File: src/rtl/comparator_bist.sv
// Exhaustive BIST sequencer for a W-bit magnitude comparator: sweeps every A/B pair, counts bad L/G/E codes.
// Optional CMP_BIST_FAIL_CAPTURE_EN builds registers holding the operands of the first failing vector.
module comparator_bist #(
    parameter int unsigned W = 4
) (
    input  logic           clk,
    input  logic           rst_n,
    input  logic           start,
    input  logic           L,
    input  logic           G,
    input  logic           E,
    output logic [W-1:0]   A,
    output logic [W-1:0]   B,
    output logic           busy,
    output logic           done,
    output logic           pass,
    output logic [2*W:0]   err_count,
    output logic [W-1:0]   fail_a,
    output logic [W-1:0]   fail_b
);

    localparam int unsigned EW = 2 * W + 1;
    localparam logic [W-1:0]  OP_MAX  = '1;
    localparam logic [EW-1:0] ERR_MAX = EW'(1) << (2 * W);

    typedef enum logic [1:0] {IDLE, RUN, DONE} state_t;

    state_t          state, state_nx;
    logic [W-1:0]    a_nx, b_nx;
    logic [EW-1:0]   err_nx;
    logic            busy_nx, done_nx, pass_nx;
    logic            vec_fail;
    logic            accept;

    // Comparator response is combinational, so it is judged in the same cycle the vector is driven
    assign vec_fail = (L != (A < B)) || (G != (A > B)) || (E != (A == B));
    assign accept   = start && (state != RUN);

    always_comb begin
        state_nx = state;
        a_nx     = A;
        b_nx     = B;
        err_nx   = err_count;
        busy_nx  = busy;
        done_nx  = done;
        pass_nx  = pass;
        case (state)
            IDLE, DONE: begin
                if (start) begin
                    state_nx = RUN;
                    a_nx     = '0;
                    b_nx     = '0;
                    err_nx   = '0;
                    busy_nx  = 1'b1;
                    done_nx  = 1'b0;
                    pass_nx  = 1'b0;
                end
            end
            RUN: begin
                if (vec_fail && (err_count != ERR_MAX)) begin
                    err_nx = err_count + EW'(1);
                end
                // Operands stop at all-ones on the last vector so they hold there in DONE
                if (B == OP_MAX) begin
                    if (A == OP_MAX) begin
                        state_nx = DONE;
                        busy_nx  = 1'b0;
                        done_nx  = 1'b1;
                        pass_nx  = (err_nx == '0);
                    end else begin
                        b_nx = '0;
                        a_nx = A + W'(1);
                    end
                end else begin
                    b_nx = B + W'(1);
                end
            end
            default: state_nx = IDLE;
        endcase
    end

    always_ff @(posedge clk) begin
        if (!rst_n) begin
            state     <= IDLE;
            A         <= '0;
            B         <= '0;
            err_count <= '0;
            busy      <= 1'b0;
            done      <= 1'b0;
            pass      <= 1'b0;
        end else begin
            state     <= state_nx;
            A         <= a_nx;
            B         <= b_nx;
            err_count <= err_nx;
            busy      <= busy_nx;
            done      <= done_nx;
            pass      <= pass_nx;
        end
    end

`ifdef CMP_BIST_FAIL_CAPTURE_EN
    // A zero error count before this vector marks it as the first failure of the sweep
    always_ff @(posedge clk) begin
        if (!rst_n) begin
            fail_a <= '0;
            fail_b <= '0;
        end else if (accept) begin
            fail_a <= '0;
            fail_b <= '0;
        end else if ((state == RUN) && vec_fail && (err_count == '0)) begin
            fail_a <= A;
            fail_b <= B;
        end
    end
`else
    logic unused_accept;
    assign unused_accept = accept;
    assign fail_a = '0;
    assign fail_b = '0;
`endif

endmodule

File: config.mk
export PLATFORM = sky130hd
export DESIGN_NAME = comparator_bist
export DESIGN_NICKNAME = d
export VERILOG_FILES = /design/src/rtl/comparator_bist.sv
export SDC_FILE = /design/constraint.sdc
export NUM_CORES = 1
export LEC_CHECK = 0
export BUFFER_PORTS_ARGS = -buffer_cell sky130_fd_sc_hd__buf_2
export CAP_MARGIN = 20
export CORE_MARGIN = 5
export CORE_UTILIZATION = 25
export DETAILED_ROUTE_END_ITERATION = 8
export MAX_ROUTING_LAYER = met4
export PLACE_DENSITY = 0.4
export SLEW_MARGIN = 25
export SYNTH_ARGS = -nofsm -noshare
export SYNTH_HDL_FRONTEND = slang
export SYNTH_SLANG_ARGS = --single-unit
File: constraint.sdc
create_clock -name clk -period 3.9 [get_ports clk]
set_input_delay 0.39 -clock clk [delete_from_list [all_inputs] [get_ports clk]]
set_output_delay 0.39 -clock clk [all_outputs]
set_load 0.01 [all_outputs]
==> impl_metrics.csv <==
group,metric,value,unit
clock_tree,cts_setup_buffers,0,
timing,holdWs,0.4972,ns
final_layout,finalNonFillerCells,280,
drt,route.vias.total,1304,
grt,grt_pass1_wl,6320,um
synth,ys_warn_count,0,
power_and_ir_drop,pwr-share-seq,43.8,%
drt,wire_per_inst,13.15,um
synth,synth_edf_count,0,
synth,syn_area_per_cell,8.105,um^2
grt,busiest_layer,"met2",
synth,async_reset_ff_share,0,%
worst_setup_path,arrival,3.14,ns
final_layout,drive_gt1_share,19.51,%
grt,grt_start_max_net_pins,21,
worst_hold_path,worst_hold_path_type,"flip-flop to flip-flop",
placement,post_dp_cell_area,1645,um^2
worst_setup_path,slowest_delay,0.67,ns
worst_setup_path,cp-start-kind,"flip-flop",
floorplanning,die_w,86.82,um
drt,drtAntennaViolNets,0,
floorplanning,dieHeight,86.82,um
worst_setup_path,worst-setup-path-type,"flip-flop to flip-flop",
timing,finalCriticalPeriod,2.956,ns
final_layout,layout.nets,220,
clock_tree,cts.sinks,22,
synth,synth_seq_cells,22,
worst_setup_path,reg2reg_slack,0.94,ns
timing,finalSetupViolations,0,
floorplanning,start_util,25.37,%
placement,io_buffers,25,
worst_hold_path,hold_depth,2,
flow_run,drv_cap,0,
timing,fin_setup_tns,0,ns
clock_tree,htreeDepth,1,
synth,netlist.area_leader.share,29.86,%
power_and_ir_drop,power_frac_comb,15.1,%
synth,ys_types,43,
grt,grt_overflow,0,
placement,gp_congestion,0.7478,
worst_setup_path,required,4.09,ns
floorplanning,die_area,7537,um^2
timing,worstMarginPinSlew,0.6746,ns
synth,synthCells,182,
grt,grt_use_met1,14.00,%
worst_setup_path,crit_fanout,7,
floorplanning,ios,34,
floorplanning,rows,28,
grt,antenna_found_initial,0,
worst_setup_path,r2r_end,"pass",
synth,netlist_area,1475,um^2
synth,synth_top_area_cell,"dfxtp_1",
clock_tree,clkLatencyLatePin,0.27,ns
timing,hold_viol,0,
power_and_ir_drop,internal-power,0.3982,mW
timing,relSlewSlack,54.65,%
status,status,"complete, no violations",
worst_setup_path,timing.rr.start,"B[1]",
drt,via_per_inst,4.657,
power_and_ir_drop,power_density,315.9,nW/um^2
power_and_ir_drop,p_clk_share,41.1,%
drt,drtIter0Drc,75,
final_layout,syn2layout_area_growth,16.37,%
placement,dp.cells,276,
timing,finalClockSkew,0.01005,ns
grt,use_met3,2.471,%
drt,first_pass_iters,4,
clock_tree,cts_resized,0,
synth,ys.flop_type,"dfxtp_1",
drt,drc,0,
clock_tree,cts_tree,"yes",
power_and_ir_drop,switchingPower,0.1441,mW
grt,grt_pass1_vias,1324,
grt,grt_usage,10.87,%
synth,seq_area_frac_synth,29.86,%
worst_setup_path,crit_buf_inv,1,
timing,report.final.slew_viol_count,0,
clock_tree,cts_made_buffers,3,
floorplanning,coreArea,5816,um^2
clock_tree,clockBufferDepth,2,
final_layout,postLayoutCellArea,1717,um^2
power_and_ir_drop,p_leak,0.7353,nW
placement,hpwl,2821,um
timing,rsz0062_at_grt,"no",
final_layout,antennaDiodeCount,0,
worst_setup_path,crit_slowest_cell,"nor4_2",
grt,met2_usage,17.25,%
worst_setup_path,crit_family,"compound AO/OA/AOI/OAI gates",
worst_setup_path,rr_worst_depth,9,
power_and_ir_drop,totalPowerFinal,0.5423,mW
synth,synth_area_leaders,"dfxtp_1 (30%), ha_1 (6.8%), nor2_1 (4.6%), nor2b_1 (4.2%), nand3_1 (4.1%)",
clock_tree,clk_pin_slew,0.10,ns
clock_tree,root_buffer,"clkbuf_8",
worst_setup_path,crit_path_end_kind,"flip-flop",
worst_setup_path,path_cells,"inv_1 -> ha_1 -> nor2b_1 -> o211ai_1 -> a211oi_1 -> nor4_2 -> nand3_1 -> a2111o_1 -> o31ai_2",
final_layout,fin_util,29.52,%
power_and_ir_drop,switching_share,26.58,%
worst_hold_path,holdPathEnd,"pass",
worst_hold_path,hold_path_startpoint,"pass",
timing,fmax,0.3383,GHz
timing,layout_setup_ws,0.9441,ns
power_and_ir_drop,max-vdd-ir-drop,0.2381,mV
placement,post-place-ws,0.9591,ns
timing,period_share,75.79,%
drt,wl,3683,um
clock_tree,ctsHoldBuffers,0,
power by group through the flow:
stage          registers, mW  logic (mW)  clock network [mW]
2_1_floorplan          0.244      0.0635                   0
3_3_place_gp           0.243      0.0833                   0
3_5_place_dp           0.243      0.0829                   0
4_1_cts                0.238      0.0834               0.232
5_1_grt                0.239      0.0944               0.242
6_report               0.238      0.0819               0.223
layout by cell type (no fill, tap or decap), drive strengths merged, types with 8 or more instances in the layout:
cell,n
nand2,13
inv,11
nand3,12
ha,8
dfxtp,22
nor2,18
nor2b,10
conb,8
buf,26
o21ai,8
flip-flops by register name, indices dropped and copies added, names as in the netlist:
name       flops
err_count      9
busy           1
state          2
B              4
pass           1
A              4
done           1
routing by layer:
| metal | share of wire (%) | up-vias |
|---|---|---|
| met2 | 47 | 26 |
| met4 | 0.76 | 0 |
| met1 | 48 | 607 |
| met5 | 0 | - |
| li1 | - | 669 |
| met3 | 4.5 | 2 |
tightest hold or removal path: cells and delay by family, from the launching register on:
kind,cells,cell delay [ns]
compound gates,1,0.06
flops,1,0.33
simple gates,1,0.08
worst max-delay path by stage:
| stage | slack [ns] | startpoint | depth (start not counted) | end |
|---|---|---|---|---|
| finish | 0.94 | B[1] | 9 | pass |
| detailed placement | 0.96 | B[1] | 9 | err_count[5] |
| CTS | 0.91 | B[1] | 9 | pass |
| floorplan | 0.95 | B[1] | 9 | pass |
| global placement | 0.95 | B[1] | 9 | pass |
| global route | 0.62 | B[1] | 9 | err_count[5] |
cells by family after synthesis:
group / share of synthesized area [%]
compound gates: 16.37
xor+xnor: 5.344
fa+ha+maj: 6.786
buf+inv: 8.397
flops: 29.86
mux: 3.478
other cells: 0.2542
simple gates: 29.52
cell usage after synthesis, types with 2 or more instances:
master,n
dfxtp_1,22
and3_1,3
and2_1,5
nand2b_1,3
nand2_1,13
o221a_2,3
a21oi_1,5
nor4_1,2
mux2i_1,4
ha_1,8
a22oi_1,3
clkbuf_1,6
xnor2_1,6
a31oi_1,4
nor2b_1,10
buf_4,8
o21a_1,3
xor2_1,3
inv_1,11
nor2_1,18
nand4_1,2
nand3_1,12
o21ai_0,8
area by class of cell:
type | instances | area [um^2]
fillers | 676 | 4099
multi-input cells | 142 | 937.1
flip-flops and latches | 22 | 440.4
repair buffers | 26 | 132.6
well taps | 75 | 93.84
clock buffers | 3 | 41.29
inverters | 11 | 41.29
clock inverters | 1 | 30.03
No activity file was read; power rests on OpenSTA's default activity.
